==> src/rtl/lsu_align.sv <==
// lsu_align: load/store alignment unit between the memory stage and a word-wide single-port RAM.
// Loads are returned sign- or zero-extended. Byte and halfword stores become read-modify-write.
// Optional macro LSU_MISALIGN_TRAP_EN: misaligned halfword/word accesses are rejected with
// rsp_err. Without it, the offending low address bits are cleared and the access proceeds.
module lsu_align #(
  parameter int ADDR_W = 14
) (
  input  logic              clk,
  input  logic              resetn,
  input  logic              req_valid,
  output logic              req_ready,
  input  logic              req_store,
  input  logic [2:0]        req_funct3,
  input  logic [31:0]       req_addr,
  input  logic [31:0]       req_wdata,
  output logic              rsp_valid,
  output logic [31:0]       rsp_rdata,
  output logic              rsp_err,
  output logic [ADDR_W-1:0] mem_addr,
  input  logic [31:0]       mem_rdata,
  output logic [31:0]       mem_wdata,
  output logic              mem_we
);
  typedef enum logic [2:0] {IDLE, RD, WT, WR, RSP} state_t;
  state_t            state_q, state_d;
  logic              store_q, store_d;
  logic [2:0]        f3_q, f3_d;
  logic [1:0]        off_q, off_d;
  logic [15:0]       wdata_q, wdata_d;
  logic              rsp_valid_q, rsp_valid_d;
  logic              rsp_err_q, rsp_err_d;
  logic              mem_we_q, mem_we_d;
  logic [31:0]       rsp_rdata_q, rsp_rdata_d;
  logic [31:0]       mem_wdata_q, mem_wdata_d;
  logic [ADDR_W-1:0] mem_addr_q, mem_addr_d;
  logic              accept, legal, trap;
  logic [1:0]        off_in;
  logic [4:0]        sh;
  logic [15:0]       lane;
  logic [31:0]       load_ext, merged;
  logic              unused_addr;
  // Address bits above the RAM size alias by design.
  assign unused_addr = ^req_addr[31:ADDR_W];
  // Classify the incoming request and pick its effective lane offset.
  always_comb begin
    accept = req_valid && (state_q == IDLE);
    legal  = req_store ? (req_funct3 <= 3'd2) : (req_funct3 != 3'd3 && req_funct3 <= 3'd5);
`ifdef LSU_MISALIGN_TRAP_EN
    trap   = legal && ((req_funct3[1:0] == 2'd1 && req_addr[0]) ||
                       (req_funct3[1:0] == 2'd2 && req_addr[1:0] != 2'd0));
    off_in = req_addr[1:0];
`else
    trap   = 1'b0;
    off_in = req_funct3[1] ? 2'd0 : req_funct3[0] ? {req_addr[1], 1'b0} : req_addr[1:0];
`endif
  end
  // Extract and extend the load lane, and merge store data into the read word.
  always_comb begin
    sh       = {off_q, 3'b000};
    lane     = 16'(mem_rdata >> sh);
    load_ext = f3_q[1] ? mem_rdata :
               f3_q[0] ? {{16{~f3_q[2] & lane[15]}}, lane} :
                         {{24{~f3_q[2] & lane[7]}}, lane[7:0]};
    merged   = f3_q[0] ? ((mem_rdata & ~(32'h0000_FFFF << sh)) | ({16'd0, wdata_q} << sh)) :
                         ((mem_rdata & ~(32'h0000_00FF << sh)) | ({24'd0, wdata_q[7:0]} << sh));
  end
  // Next state, latched request fields, and next values of the registered outputs.
  always_comb begin
    state_d = state_q;
    store_d = store_q;
    f3_d    = f3_q;
    off_d   = off_q;
    wdata_d = wdata_q;
    case (state_q)
      IDLE: if (accept) begin
        state_d = (!legal || trap) ? RSP : (req_store && req_funct3[1]) ? WR : RD;
        store_d = req_store;
        f3_d    = req_funct3;
        off_d   = off_in;
        wdata_d = req_wdata[15:0];
      end
      RD:      state_d = WT;
      WT:      state_d = store_q ? WR : RSP;
      WR:      state_d = RSP;
      default: state_d = IDLE;
    endcase
    mem_we_d    = state_d == WR;
    rsp_valid_d = state_d == RSP;
    rsp_err_d   = state_q == IDLE && state_d == RSP;
    rsp_rdata_d = (state_q == WT && !store_q) ? load_ext : 32'd0;
    mem_addr_d  = (state_q == IDLE && (state_d == RD || state_d == WR)) ?
                  {req_addr[ADDR_W-1:2], 2'b00} : mem_addr_q;
    mem_wdata_d = (state_q == IDLE && state_d == WR) ? req_wdata :
                  (state_q == WT && store_q) ? merged : mem_wdata_q;
  end
  // State and output registers; reset aborts any transaction and drops mem_we at once.
  always_ff @(posedge clk or negedge resetn) begin
    if (!resetn) begin
      state_q     <= IDLE;
      store_q     <= 1'b0;
      f3_q        <= 3'd0;
      off_q       <= 2'd0;
      wdata_q     <= 16'd0;
      rsp_valid_q <= 1'b0;
      rsp_err_q   <= 1'b0;
      rsp_rdata_q <= 32'd0;
      mem_we_q    <= 1'b0;
      mem_addr_q  <= '0;
      mem_wdata_q <= 32'd0;
    end else begin
      state_q     <= state_d;
      store_q     <= store_d;
      f3_q        <= f3_d;
      off_q       <= off_d;
      wdata_q     <= wdata_d;
      rsp_valid_q <= rsp_valid_d;
      rsp_err_q   <= rsp_err_d;
      rsp_rdata_q <= rsp_rdata_d;
      mem_we_q    <= mem_we_d;
      mem_addr_q  <= mem_addr_d;
      mem_wdata_q <= mem_wdata_d;
    end
  end
  assign req_ready = state_q == IDLE;
  assign rsp_valid = rsp_valid_q;
  assign rsp_err   = rsp_err_q;
  assign rsp_rdata = rsp_rdata_q;
  assign mem_we    = mem_we_q;
  assign mem_addr  = mem_addr_q;
  assign mem_wdata = mem_wdata_q;
endmodule

==> config.mk <==
export PLATFORM = sky130hd
export DESIGN_NAME = lsu_align
export DESIGN_NICKNAME = d
export VERILOG_FILES = /design/src/rtl/lsu_align.sv
export SDC_FILE = /design/constraint.sdc
export NUM_CORES = 1
export LEC_CHECK = 0
export ABC_CLOCK_PERIOD_IN_PS = 5800
export CAP_MARGIN = 20
export CELL_PAD_IN_SITES_DETAIL_PLACEMENT = 0
export CELL_PAD_IN_SITES_GLOBAL_PLACEMENT = 2
export CORE_MARGIN = 4
export CORE_UTILIZATION = 29
export DETAILED_ROUTE_END_ITERATION = 6
export GPL_TIMING_DRIVEN = 0
export HOLD_SLACK_MARGIN = 0.15
export PLACE_DENSITY_LB_ADDON = 0.05
export SLEW_MARGIN = 10
export SYNTH_ARGS = -nofsm -noshare
export SYNTH_HDL_FRONTEND = slang
export SYNTH_SLANG_ARGS = --single-unit
==> constraint.sdc <==
create_clock -name clk -period 5.8 [get_ports clk]
set_input_delay 0.87 -clock clk [delete_from_list [all_inputs] [get_ports clk]]
set_output_delay 0.87 -clock clk [all_outputs]
set_load 0.01 [all_outputs]
==> results.md, run 1 <==
- Proportion of synthesized area in mux cells: 7.71%
- Status: finished, final reports clean
- Switching Power: 0.00147 W
- Worst Tran Pin Value: 1.11 ns
- Layout cell share with drive strength beyond 1: 10.4%
- Slowest stage cell on the critical path: sky130_fd_sc_hd__mux2i_1
- Main combinational cell family by area after synthesis: compound AO/OA/AOI/OAI gates
- Total number of yosys warnings: 0
- Switching part of the total: 39.3%
- Post-CTS setup repair buffer count: 0
- Crit start category: flip-flop
- Internal cell power: 0.00228 W
- Standard-cell rows: 48
- Clock sinks: 104
- XOR/XNOR share of the synthesized area: 0%
- Area of the die: 20200 um2
- Commonest cells after routing, fill and taps aside: sky130_fd_sc_hd__clkdlybuf4s50_1 (163), sky130_fd_sc_hd__dfrtp_1 (104), sky130_fd_sc_hd__nand2_1 (71), sky130_fd_sc_hd__a221o_1 (40), sky130_fd_sc_hd__a21oi_1 (32)
- Synth Flop Type: sky130_fd_sc_hd__dfrtp_1
- Global-route wire length before repair: 31200 um
- Stage delay of the slowest cell on the critical path: 0.87 ns
- Sequential power share: 33.0%
- Violation count after the first detailed-routing iteration: 209
- Post-layout min period: 3.58 ns
- Leading cell types by total area after synthesis: sky130_fd_sc_hd__dfrtp_1 (50%), sky130_fd_sc_hd__a221o_1 (7.7%), sky130_fd_sc_hd__mux2_2 (5.2%), sky130_fd_sc_hd__nand2_1 (5.1%), sky130_fd_sc_hd__nor2b_1 (3.1%)
- Asr flop ratio synth: 100%
- Dominant cell type by area after synthesis: sky130_fd_sc_hd__dfrtp_1
- Critical Path, Cell by Cell: clkbuf_1 > buf_2 > inv_1 > ha_1 > mux2i_1 > a22oi_1 > a21oi_1 > a221o_1
- Data arrival, critical path: 3.88 ns
- Share of total power in combinational logic: 50.0%
- Detailed-routing iteration count for the pre-antenna-repair pass: 4
- Post-Synthesis Cells: 507
- Number of buffers added by the clock tree synthesis step: 9
- Max Slew Vio Count: 0
- Number of H-tree levels: 3
- Standard cell core area: 17500 um2
- Final HPWL DP: 15900 um
- Leak: 3.09 nW
- Seq cells post-synth: 104
- Overall power: 0.00375 W
- Number of maximum-capacitance violations: 0
- Number of port buffers: 164
- Register area share after synthesis: 49.8%
- Util after Layout: 42.9%
- Unrepaired setup endpoints after global routing: no
- Die X-Extent: 142 um
- N_diodes: 0
- Worst hold-check path type: in2async
- Final worst path period share: 61.7%
- Antenna violation net count after detailed routing: 0
- Commonest non-fill, non-tap cell in the layout: sky130_fd_sc_hd__clkdlybuf4s50_1
- Area of the multi-input gates: 2400 um2
- WL per Instance: 22.5 um
- Count of fill cells added during filler insertion: 1744
- Setup tns final: 0 ns
- # nets final: 793
- Power Density: 501 nW/um2
- I/O pin count: 185
- Worst Path Required: 6.10 ns
- Part of the power in the clock network: 17.0%
- Antenna violations before repair: 0
- Hold violation count in the final report: 0
- Post-CTS Hold Buffers: 0
- CTS tree: yes
- All-layer global routing usage: 20.4%
- Simple-Gate Fraction of Synth Area: 15.3%
- Number of resized instances in the post-cts repair step: 0
- Gp weighted congestion: 0.908
- Crit Path Category: reg2reg
- Hold WS: 0.419 ns
- Number of endpoints failing setup at the final stage: 0
- Yosys cell types: 42
- Wire length after detailed routing: 20600 um
- Highest net fanout along the worst path: 10
- FF/Latch Area: 2600 um2
- Synth Area in Adders: 0.958%
- Drc violations: 0
- Worst voltage drop across the vdd grid: 0.191 mV
- Avg Vias per Cell: 5.37
- Fraction of the mapped netlist area in compound gates: 21.9%
- Post-synthesis instance area: 5220 um2
- Endpoint kind of the worst setup timing path: flip-flop
- Remaining Overflow, GRT: 0
- Timing-limited maximum frequency: 279 MHz
- Final setup skew: 0.00980 ns
- Vias: 4917
- Clock Pin Slew Worst Setup and Hold Paths: 0.08 ns
- Relative area change from synthesis to final layout: 43.4%
- Via count of the first global-routing pass: 5100
- Initial core utilization: 29.9%
- Pin count of the biggest net entering global routing: 64
- Synthesized area per cell: 10.3 um2
- Die Span Y: 142 um
- Root Buffer Master: sky130_fd_sc_hd__clkbuf_16
- Top cell type's share of synthesized area: 49.8%
- Maximum buffer depth of the clock tree: 2
- Clock latency on the worst-skew pair: 0.35 ns
- Post-synth EDFFs: 0
- Slew HR: 23.9%
[flip-flops by register name, summed over array words and instances, names as in the netlist]
| name | count |
|---|---|
| rsp_valid | 1 |
| rsp_rdata | 32 |
| mem_we | 1 |
| mem_addr | 12 |
| mem_wdata | 32 |
| wdata_q | 16 |
| store_q | 1 |
| off_q | 2 |
| state_q | 3 |
| rsp_err | 1 |
| f3_q | 3 |
[logic make-up after synthesis]
family,Yosys count
muxes,36
adders and majority gates,4
other,1
and+or+nand+nor,166
DFF,104
AOI/OAI and AO/OA,148
buffers and inverters,48
[cells in the mapped netlist, types with 2 or more instances]
library cell and count:
sky130_fd_sc_hd__a32oi_1 7, sky130_fd_sc_hd__a221oi_1 10, sky130_fd_sc_hd__o21ai_0 22, sky130_fd_sc_hd__nand3b_1 3, sky130_fd_sc_hd__nand2_1 71, sky130_fd_sc_hd__a21oi_1 32, sky130_fd_sc_hd__buf_6 3, sky130_fd_sc_hd__a31oi_1 3
sky130_fd_sc_hd__a22o_1 8, sky130_fd_sc_hd__a221o_1 40, sky130_fd_sc_hd__nor2b_1 26, sky130_fd_sc_hd__ha_1 4, sky130_fd_sc_hd__clkbuf_1 26, sky130_fd_sc_hd__a31o_2 2, sky130_fd_sc_hd__nor3_1 19, sky130_fd_sc_hd__mux2_2 24
sky130_fd_sc_hd__a2111oi_0 4, sky130_fd_sc_hd__inv_1 8, sky130_fd_sc_hd__nand3_1 6, sky130_fd_sc_hd__nand2b_1 3, sky130_fd_sc_hd__buf_2 9, sky130_fd_sc_hd__nor2_1 28, sky130_fd_sc_hd__and2_1 3, sky130_fd_sc_hd__mux2i_1 11
sky130_fd_sc_hd__a22oi_1 8, sky130_fd_sc_hd__buf_4 2, sky130_fd_sc_hd__o221a_2 7, sky130_fd_sc_hd__dfrtp_1 104
[per-layer routing]
metal,wire length [um],global-route usage (%)
met1,9500,28.1
met2,9470,32.3
met3,1090,3.53
met4,543,7.53
met5,0,0
[power by group through the flow]
stage	Combinational, W	Clock [W]	Sequential, W
3_3_place_gp	0.00187	0	0.00124
4_1_cts	0.00189	0.000658	0.00124
6_report	0.00188	0.000639	0.00124
3_5_place_dp	0.00188	0	0.00125
2_1_floorplan	0.000918	0	0.00129
5_1_grt	0.00204	0.000686	0.00128
[area by class of cell]
class                      instances  share of cell area [%]
sequential                       104                    34.7
multi-input combinational        356                    32.1
timing repair buffer             167                    22.4
tap                              225                    3.76
clock buffer                      10                    3.19
buffer                            40                    2.55
clock inverter                     6                   0.868
inverter                           8                   0.401
[through the flow]
step | cell area [um2] | cells | worst slack, ns
finish | 7490 | 916 | 2.22
global route | 7490 | 916 | 2.09
CTS | 7490 | 915 | 2.29
detailed placement | 7180 | 899 | 2.32
global placement | 7150 | 897 | -0.226
floorplan | 5230 | 508 | 3.46
[worst max-delay path: cells and delay by family (launching register included)]
kind / cells / cell delay, ns
buffers and inverters: 3 / 1.08
DFF: 1 / 0.49
adders and majority gates: 1 / 0.34
muxes: 1 / 0.87
AOI/OAI and AO/OA: 3 / 0.75
[path summary, 6_finish.rpt]
check	endpoint	start	cells after the start	slack [ns]
max reg2reg	mem_wdata[19]	off_q[0]	8	2.22
max in group asynchronous	wdata_q[6]	resetn	2	4.72
min in group clk	mem_addr[2]	mem_addr[2]	1	0.51
min	rsp_rdata[21]	resetn	1	0.42
min reg2reg	mem_addr[2]	mem_addr[2]	1	0.51
max	mem_wdata[19]	off_q[0]	8	2.22
Note: power is estimated with default switching activity, not from simulation.
==> inputs of run 2 (changes only) <==
- ABC_CLOCK_PERIOD_IN_PS: 5800 -> 3100
- CORE_UTILIZATION: 29 -> 25
- clock period: 5.8 -> 3.1 ns (I/O delays scaled with it)
==> run 2 against run 1 <==
  * Routed wire length grew 6.4%
  * Clock power increased by 89%
  * Critical path depth unchanged
  * Via count is 0.55% lower
  * Register-to-register slack worse by 1.9 ns
  * Sequential power is 90% higher
  * Flip-flop and latch count did not move
  * Fmax increased by 30%
  * Die area grew 15%
==> results.md, run 2 (same netlist as run 1, synthesis figures left out) <==
- Unrepaired setup endpoints after global routing: no (unchanged)
- Util after Layout: 37.2% (was 42.9%)
- Setup slack at placement: -0.347 ns (was 2.32 ns)
- Post-layout min period: 2.76 ns (was 3.58 ns)
- I/O pin count: 185 (unchanged)
- Worst Path Required: 3.40 ns (was 6.10 ns)
- CTS tree: yes (unchanged)
- Switching part of the total: 39.8% (was 39.3%)
- Detailed-routing iteration count for the pre-antenna-repair pass: 4 (unchanged)
- Critical Path, Cell by Cell: clkbuf_2 > buf_2 > inv_1 > ha_1 > mux2i_4 > a22oi_1 > a21oi_1 > a221o_1 (was clkbuf_1 > buf_2 > inv_1 > ha_1 > mux2i_1 > a22oi_1 > a21oi_1 > a221o_1)
- Worst voltage drop across the vdd grid: 0.327 mV (was 0.191 mV)
- Number of endpoints failing setup at the final stage: 0 (unchanged)
- Clock sinks: 104 (unchanged)
- Maximum buffer depth of the clock tree: 2 (unchanged)
- Die Span Y: 153 um (was 142 um)
- Antenna violations before repair: 0 (unchanged)
- Hold violation count in the final report: 0 (unchanged)
- Layout cell share with drive strength beyond 1: 10.6% (was 10.4%)
- Gp weighted congestion: 0.888 (was 0.908)
- Endpoint kind of the worst setup timing path: flip-flop (unchanged)
- Stage delay of the slowest cell on the critical path: 0.47 ns (was 0.87 ns)
- Post-CTS setup repair buffer count: 0 (unchanged)
- Area of the die: 23300 um2 (was 20200 um2)
- Max Slew Vio Count: 0 (unchanged)
- Switching Power: 0.00284 W (was 0.00147 W)
- Root Buffer Master: sky130_fd_sc_hd__clkbuf_16 (unchanged)
- N_diodes: 0 (unchanged)
- Final HPWL DP: 16800 um (was 15900 um)
- Relative area change from synthesis to final layout: 45.1% (was 43.4%)
- Commonest non-fill, non-tap cell in the layout: sky130_fd_sc_hd__clkdlybuf4s50_1 (unchanged)
- Status: finished, final reports clean (unchanged)
- Slowest stage cell on the critical path: sky130_fd_sc_hd__dfrtp_1 (was sky130_fd_sc_hd__mux2i_1)
- Crit start category: flip-flop (unchanged)
- Antenna violation net count after detailed routing: 0 (unchanged)
- All-layer global routing usage: 18.7% (was 20.4%)
- Via count of the first global-routing pass: 5073 (was 5100)
- Timing-limited maximum frequency: 363 MHz (was 279 MHz)
- Crit Path Category: reg2reg (unchanged)
- Commonest cells after routing, fill and taps aside: sky130_fd_sc_hd__clkdlybuf4s50_1 (163), sky130_fd_sc_hd__dfrtp_1 (104), sky130_fd_sc_hd__nand2_1 (71), sky130_fd_sc_hd__a221o_1 (40), sky130_fd_sc_hd__a21oi_1 (32) (unchanged)
- WL per Instance: 22.8 um (was 22.5 um)
- Pin count of the biggest net entering global routing: 63 (was 64)
- # nets final: 793 (unchanged)
- Worst Tran Pin Value: 0.906 ns (was 1.11 ns)
- Leak: 3.09 nW (about the same)
- Worst hold-check path type: reg2reg (was in2async)
- Wire length after detailed routing: 21900 um (was 20600 um)
- Clock latency on the worst-skew pair: 0.36 ns (was 0.35 ns)
- Standard cell core area: 20400 um2 (was 17500 um2)
- Number of buffer and inverter stages on the critical path: 3 (unchanged)
- Initial core utilization: 25.7% (was 29.9%)
- Highest net fanout along the worst path: 10 (unchanged)
- Share of total power in combinational logic: 50.2% (was 50.0%)
- Number of port buffers: 164 (unchanged)
- Number of maximum-capacitance violations: 0 (unchanged)
- Power Density: 943 nW/um2 (was 501 nW/um2)
- Global-route wire length before repair: 33200 um (was 31200 um)
- Slew HR: 38.8% (was 23.9%)
- Violation count after the first detailed-routing iteration: 297 (was 209)
- Die X-Extent: 153 um (was 142 um)
- CP delay by family, top: buffers and inverters (unchanged)
- Avg Vias per Cell: 5.09 (was 5.37)
- Clock Pin Slew Worst Setup and Hold Paths: 0.07 ns (was 0.08 ns)
- Worst Slack Setup Final: 0.343 ns (was 2.22 ns)
- Remaining Overflow, GRT: 0 (unchanged)
- Standard-cell rows: 52 (was 48)
- Drc violations: 0 (unchanged)
- Final setup skew: 0.00862 ns (was 0.00980 ns)
- Number of H-tree levels: 3 (unchanged)
- Part of the power in the clock network: 16.9% (was 17.0%)
- Sequential power share: 32.9% (was 33.0%)
- Number of buffers added by the clock tree synthesis step: 9 (unchanged)
- Data arrival, critical path: 3.05 ns (was 3.88 ns)
- Final worst path period share: 88.9% (was 61.7%)
- Vias: 4890 (was 4917)
- Internal cell power: 0.00430 W (was 0.00228 W)
[run 2: worst register-to-register path, stage by stage, from the launching register on]
cell	delay, ns
sky130_fd_sc_hd__dfrtp_1	0.47
sky130_fd_sc_hd__clkbuf_2	0.34
sky130_fd_sc_hd__buf_2	0.32
sky130_fd_sc_hd__inv_1	0.20
sky130_fd_sc_hd__ha_1	0.37
sky130_fd_sc_hd__mux2i_4	0.33
sky130_fd_sc_hd__a22oi_1	0.16
sky130_fd_sc_hd__a21oi_1	0.36
sky130_fd_sc_hd__a221o_1	0.16
[run 2: repair_timing]
item,CTS,global route
hold endpoints to repair,42,0
setup endpoints to repair,8,1
hold buffers,1,0
gates resized for setup,2,1
pin swaps,0,0
[run 2: worst paths after layout]
kind                          startpoint       endpoint  slack (ns)  cells after the start
max in group asynchronous         resetn   mem_wdata[9]        1.84                      3
min in group asynchronous         resetn  rsp_rdata[19]        0.59                      2
max                             off_q[0]  mem_wdata[20]        0.34                      8
min reg2reg                mem_wdata[21]  mem_wdata[21]        0.51                      1
max reg2reg                     off_q[0]  mem_wdata[20]        0.34                      8
min                        mem_wdata[21]  mem_wdata[21]        0.51                      1
[run 2: power groups by stage]
stage          sequential, W  clock (W)  combinational [W]
2_1_floorplan        0.00242          0            0.00172
3_3_place_gp         0.00236          0            0.00358
3_5_place_dp         0.00236          0            0.00360
4_1_cts              0.00235    0.00124            0.00363
5_1_grt              0.00241    0.00129            0.00392
6_report             0.00235    0.00121            0.00359
[run 2: routing by layer]
layer | vias to the layer above | track usage, % | wire length (um)
li1 | 2236 | - | -
met1 | 2472 | 26.9 | 10400
met2 | 170 | 29.7 | 10200
met3 | 12 | 2.98 | 1090
met4 | 0 | 4.41 | 267
met5 | - | 0 | 0
[run 2: cell type report]
type,count,area [um2]
fillers,2025,12800
flip-flops and latches,104,2600
multi-input cells,356,2420
repair buffers,167,1690
well taps,270,338
clock buffers,11,253
plain buffers,40,193
clock inverters,4,52.6
inverters,8,30.0
[run 2: stage by stage]
step,std cells,hold WS [ns],setup TNS (ns),power [W],cell area (um2)
2_1_floorplan,508,0.169,0,0.00414,5230
3_3_place_gp,942,0.487,-270.05,0.00594,7210
3_5_place_dp,944,0.421,-1.88,0.00596,7250
4_1_cts,960,0.515,0,0.00722,7570
5_1_grt,960,0.524,0,0.00762,7580
6_report,960,0.510,0,0.00714,7580
